## src/rtl/ibex_ex_seq_ctrl.sv

```systemverilog
// Execute-stage sequencing controller: issues one instruction at a time to the ALU or
// mult/div unit, owns the shared intermediate register, and holds the result until ID takes it.
module ibex_ex_seq_ctrl #(
  parameter int MaxCycles = 40,
  parameter int CntW      = 6
) (
  input  logic            clk_i,
  input  logic            rst_i,
  input  logic            issue_valid_i,
  input  logic            issue_multdiv_i,
  output logic            issue_ready_o,
  input  logic            flush_i,
  output logic            unit_en_o,
  output logic            multdiv_sel_o,
  output logic            first_cycle_o,
  input  logic            unit_done_i,
  input  logic [1:0]      unit_imd_we_i,
  input  logic [67:0]     unit_imd_d_i,
  output logic [67:0]     imd_val_q_o,
  output logic            result_valid_o,
  input  logic            result_ready_i,
  output logic            busy_o,
  output logic [CntW-1:0] cycle_cnt_o,
  output logic            timeout_o
);

  typedef enum logic [1:0] {IDLE = 2'd0, EXEC = 2'd1, HOLD = 2'd2} state_e;

  localparam logic [CntW-1:0] CntLast = CntW'(MaxCycles - 1);

  state_e          state_q, state_d;
  logic [CntW-1:0] cnt_q, cnt_d;
  logic [67:0]     imd_q, imd_d;
  logic            md_q, md_d;
  logic            first_q, first_d;
  logic            timeout_q, timeout_d;
  logic            exec, hold, accept, watchdog;

  function automatic logic [CntW-1:0] sat_inc(input logic [CntW-1:0] v);
    return (&v) ? v : v + {{(CntW-1){1'b0}}, 1'b1};
  endfunction

  always_ff @(posedge clk_i or posedge rst_i) begin
    if (rst_i) begin
      state_q   <= IDLE;
      cnt_q     <= '0;
      imd_q     <= '0;
      md_q      <= 1'b0;
      first_q   <= 1'b0;
      timeout_q <= 1'b0;
    end else begin
      state_q   <= state_d;
      cnt_q     <= cnt_d;
      imd_q     <= imd_d;
      md_q      <= md_d;
      first_q   <= first_d;
      timeout_q <= timeout_d;
    end
  end

  // Handshake and status outputs; ready in EXEC lets a new op follow a finishing one with no bubble.
  always_comb begin
    exec           = (state_q == EXEC);
    hold           = (state_q == HOLD);
    issue_ready_o  = (state_q == IDLE) | (hold & result_ready_i) |
                     (exec & unit_done_i & result_ready_i);
    accept         = issue_valid_i & issue_ready_o & ~flush_i;
    watchdog       = exec & ~unit_done_i & (cnt_q == CntLast);
    result_valid_o = ~flush_i & (hold | (exec & unit_done_i));
    unit_en_o      = exec;
    busy_o         = (state_q != IDLE);
    multdiv_sel_o  = md_q;
    first_cycle_o  = first_q;
    cycle_cnt_o    = cnt_q;
    imd_val_q_o    = imd_q;
    timeout_o      = timeout_q;
  end

  always_comb begin
    state_d   = state_q;
    cnt_d     = cnt_q;
    imd_d     = imd_q;
    md_d      = md_q;
    first_d   = 1'b0;
    timeout_d = timeout_q;
    if (flush_i) begin
      state_d = IDLE;
      cnt_d   = '0;
      imd_d   = '0;
    end else begin
      if (exec) begin
        cnt_d = sat_inc(cnt_q);
        if (unit_imd_we_i[0]) imd_d[33:0]  = unit_imd_d_i[33:0];
        if (unit_imd_we_i[1]) imd_d[67:34] = unit_imd_d_i[67:34];
      end
      case (state_q)
        IDLE: state_d = IDLE;
        EXEC: begin
          if (unit_done_i) begin
            state_d = result_ready_i ? IDLE : HOLD;
          end else if (watchdog) begin
            // A hung unit is abandoned: drop its partial state and never report a result.
            state_d   = IDLE;
            imd_d     = '0;
            timeout_d = 1'b1;
          end
        end
        HOLD:    if (result_ready_i) state_d = IDLE;
        default: state_d = IDLE;
      endcase
      if (accept) begin
        state_d = EXEC;
        md_d    = issue_multdiv_i;
        cnt_d   = '0;
        first_d = 1'b1;
      end
    end
  end

endmodule

```

## config.mk

```make
export PLATFORM = sky130hd
export DESIGN_NAME = ibex_ex_seq_ctrl
export DESIGN_NICKNAME = d
export VERILOG_FILES = /design/src/rtl/ibex_ex_seq_ctrl.sv
export SDC_FILE = /design/constraint.sdc
export NUM_CORES = 1
export LEC_CHECK = 0
export ABC_AREA = 1
export BUFFER_PORTS_ARGS = -buffer_cell sky130_fd_sc_hd__buf_2
export CORE_MARGIN = 1
export CORE_UTILIZATION = 45
export DETAILED_ROUTE_END_ITERATION = 8
export PLACE_DENSITY_LB_ADDON = 0.25
export RECOVER_POWER = 100
export SLEW_MARGIN = 20
export SYNTH_ARGS = -nofsm -noshare
export SYNTH_HDL_FRONTEND = slang
export SYNTH_SLANG_ARGS = --single-unit
```

## constraint.sdc

```tcl
create_clock -name clk_i -period 2.4 [get_ports clk_i]
set_input_delay 0.12 -clock clk_i [delete_from_list [all_inputs] [get_ports clk_i]]
set_output_delay 0.12 -clock clk_i [all_outputs]
set_load 0.02 [all_outputs]
```

==> out/results.ini <==
[placed_design]
place_ws_ns = 0.6737
dp_hpwl_mm = 5.795
io_buffers = 157
dp_cells = 627
gp_congestion = 0.7919

[finish]
final_util_pct = 59.24
nets = 620
area_growth_pct = 25.90
drive_above_1_share_pct = 21.39
fin_cells = 646
seq_area_um2 = 1977
multi_input_area_um2 = 1222
num_antenna_cells = 0
fillerInstances = 718

[clocking]
cts_setup_buffers = 0
cts_tree = done
clockRootBuffer = clkbuf_8
numClockSinks = 79
clk_path_buf_depth = 2
clk_pin_slew_ns = 0.08
cts_buffers = 9
clk_latency_ns = 0.33
cts.htree.levels = 3

[sta]
clock.fmax_mhz = 558.0
min_period_ns = 1.792
setup_tns_ns = 0
maxSlewHeadroom_pct = -9.613
setup_viol = 0
hold_viol = 0
setup_slack_ns = 0.6080
slew_viol_final = 43
clock_skew_ns = 0.007289
tightest_slew_ns = 1.642
post-route-period-util_pct = 74.67
rsz0062_at_grt = false

[synthesis]
synth_async_sr_flop_share_pct = 100.0
synth_top_area_cell = dfrtp_1
yosys-top-cells-area = dfrtp_1 (57%), nand2_1 (18%), a21oi_1 (7.4%), a21oi_2 (5.1%), buf_6 (2.9%)
synth_warnings = 0
synth_edf_count = 0
ys.flop_type = dfrtp_1
ys_seq_area_share_pct = 57.31
synth_seq_cells = 79
synth.top_cell.area_share_pct = 57.31
syn_avg_cell_area_um2 = 8.937
synth_nets = 464
syn_inst = 386
synth_cell_type_count = 22
syn_area_um2 = 3450

[grt]
grt_pass1_vias = 2809
grt_max_degree = 46
antenna_found_initial = 0
grt_overflow = 0
gr-usage-all-layers_pct = 20.73
grt_pass1_wl_mm = 12.68

[worst_setup_path]
reg2reg_slack_ns = 0.64
crit_path_start_kind = input port
crit_type = input port to async pin
cp_max_fo = 43
critPathArrivalTime_ns = 1.94
reg2reg_to = imd_val_q_o[32]$_DFF_PP0_
worst_ep_required_time_ns = 2.55
cp-end-kind = async pin
r2r_cells = 7
crit-reg2reg-launch = cycle_cnt_o[0]$_DFFE_PP0P_

[die]
start_util_pct = 47.06
dieArea_um2 = 8020
core_area_um2 = 7331
rows = 31
die_x_um = 89.56
die_h_um = 89.56
io_pins = 158

[min_path]
hold_start = unit_imd_d_i[29]
hold_path.class = input port to flip-flop
worstHoldEndpoint = imd_val_q_o[29]$_DFF_PP0_
hold_depth = 3

[detailed_routing]
wl_per_cell_um = 12.94
postRouteAntennaNets = 0
drt_wl_total_mm = 8.361
vias = 3120
drc_errors = 0
firstDrtPassIters = 4
drt_iter0_drc = 123
avgViaCountPerCell = 4.830

[job]
max_cap_violations = 1

[status]
status = finished, violations left
violations = capacitance limit, slew limit

[power]
ir_worst_vdd_v = 0.0002771
power.leakage_uw = 0.001997
power_density_nw_per_um2 = 618.9

-- worst max-delay path, stage by stage --
cell	delay, ns
dlygate4sd3_1	0.53
buf_2	0.12
inv_1	1.16
-- timing repair --
item,4_1_cts,5_1_grt
hold buffers,3,0
hold endpoints to repair,44,0
gates resized for setup,0,0
-- worst max path at each step --
stage	end	cells after the start	from
floorplan	cycle_cnt_o[0]$_DFFE_PP0P_	1	rst_i
finish	imd_val_q_o[32]$_DFF_PP0_	3	rst_i
global route	imd_val_q_o[7]$_DFF_PP0_	3	rst_i
CTS	imd_val_q_o[9]$_DFF_PP0_	7	cycle_cnt_o[0]$_DFFE_PP0P_
global placement	imd_val_q_o[0]$_DFF_PP0_	7	cycle_cnt_o[0]$_DFFE_PP0P_
detailed placement	imd_val_q_o[12]$_DFF_PP0_	7	cycle_cnt_o[0]$_DFFE_PP0P_
-- registers in the layout, summed over array words and instances (netlist names) --
register / flops
cycle_cnt_o: 6
first_cycle_o: 1
imd_val_q_o: 68
multdiv_sel_o: 1
state_q: 2
timeout_o: 1
-- cell usage in the layout, fill, tap and decap left out --
cell	synthesis	routed
bufinv_16	0	1
dlygate4sd3_1	0	3
nand3_2	1	1
a21oi_2	20	13
and2_0	0	1
nand2_4	2	1
nand3_1	8	8
nand4_1	7	7
ha_1	1	1
a21oi_1	51	58
o21ai_0	3	3
nor2_4	1	1
clkbuf_8	0	10
inv_1	12	12
dfrtp_1	79	79
o21bai_1	1	1
clkbuf_1	6	81
nor2_1	10	10
buf_2	4	78
nand2_1	164	166
inv_2	2	2
buf_12	0	1
buf_4	1	4
clkinv_2	2	5
-- layer usage --
layer / track usage, % / vias to the layer above / wire, µm
met5: 0 / - / 0
met4: 8.947 / 0 / 54
met3: 5.817 / 6 / 544
met2: 35.12 / 111 / 4067
met1: 24.64 / 1460 / 3695
li1: - / 1543 / -
-- layout make-up --
| class | instances | area share (%) |
|---|---|---|
| clock inverters | 4 | 1.037 |
| flip-flops and latches | 79 | 45.52 |
| well taps | 99 | 2.852 |
| multi-input cells | 271 | 28.15 |
| clock buffers | 12 | 3.342 |
| repair buffers | 165 | 17.66 |
| inverters | 16 | 1.441 |
-- synthesized netlist by cell type (2+ instances only) --
library cell    n
a21oi_1        51
a21oi_2        20
buf_2           4
buf_6           9
clkbuf_1        6
clkinv_2        2
dfrtp_1        79
inv_1          12
inv_2           2
nand2_1       164
nand2_4         2
nand3_1         8
nand4_1         7
nor2_1         10
o21ai_0         3
-- report_power, final --
part,internal (µW),switching (µW)
sequential,1370,25.3
clock,505,448
combinational,111,225
total,1990,698
-- kinds of logic after synthesis --
family,after synthesis,synth area share (%)
AND/OR/NAND/NOR,195,23.00
flip-flops,79,57.31
AO/OA/AOI/OAI,75,13.13
buffers and inverters,36,6.203
adder cells (fa/ha/maj),1,0.3627
-- metrics by stage --
stage	power [µW]	hold slack (ns)	instance area, µm²
after CTS	2737	0.005463	4479
after detailed placement	1778	0.2701	4259
final	2688	0.02236	4343
after global placement	1773	0.2640	4259
after floorplan	1639	0.2161	3450
after global routing	2816	0.009199	4343
Power figures use the tool's default switching activity.
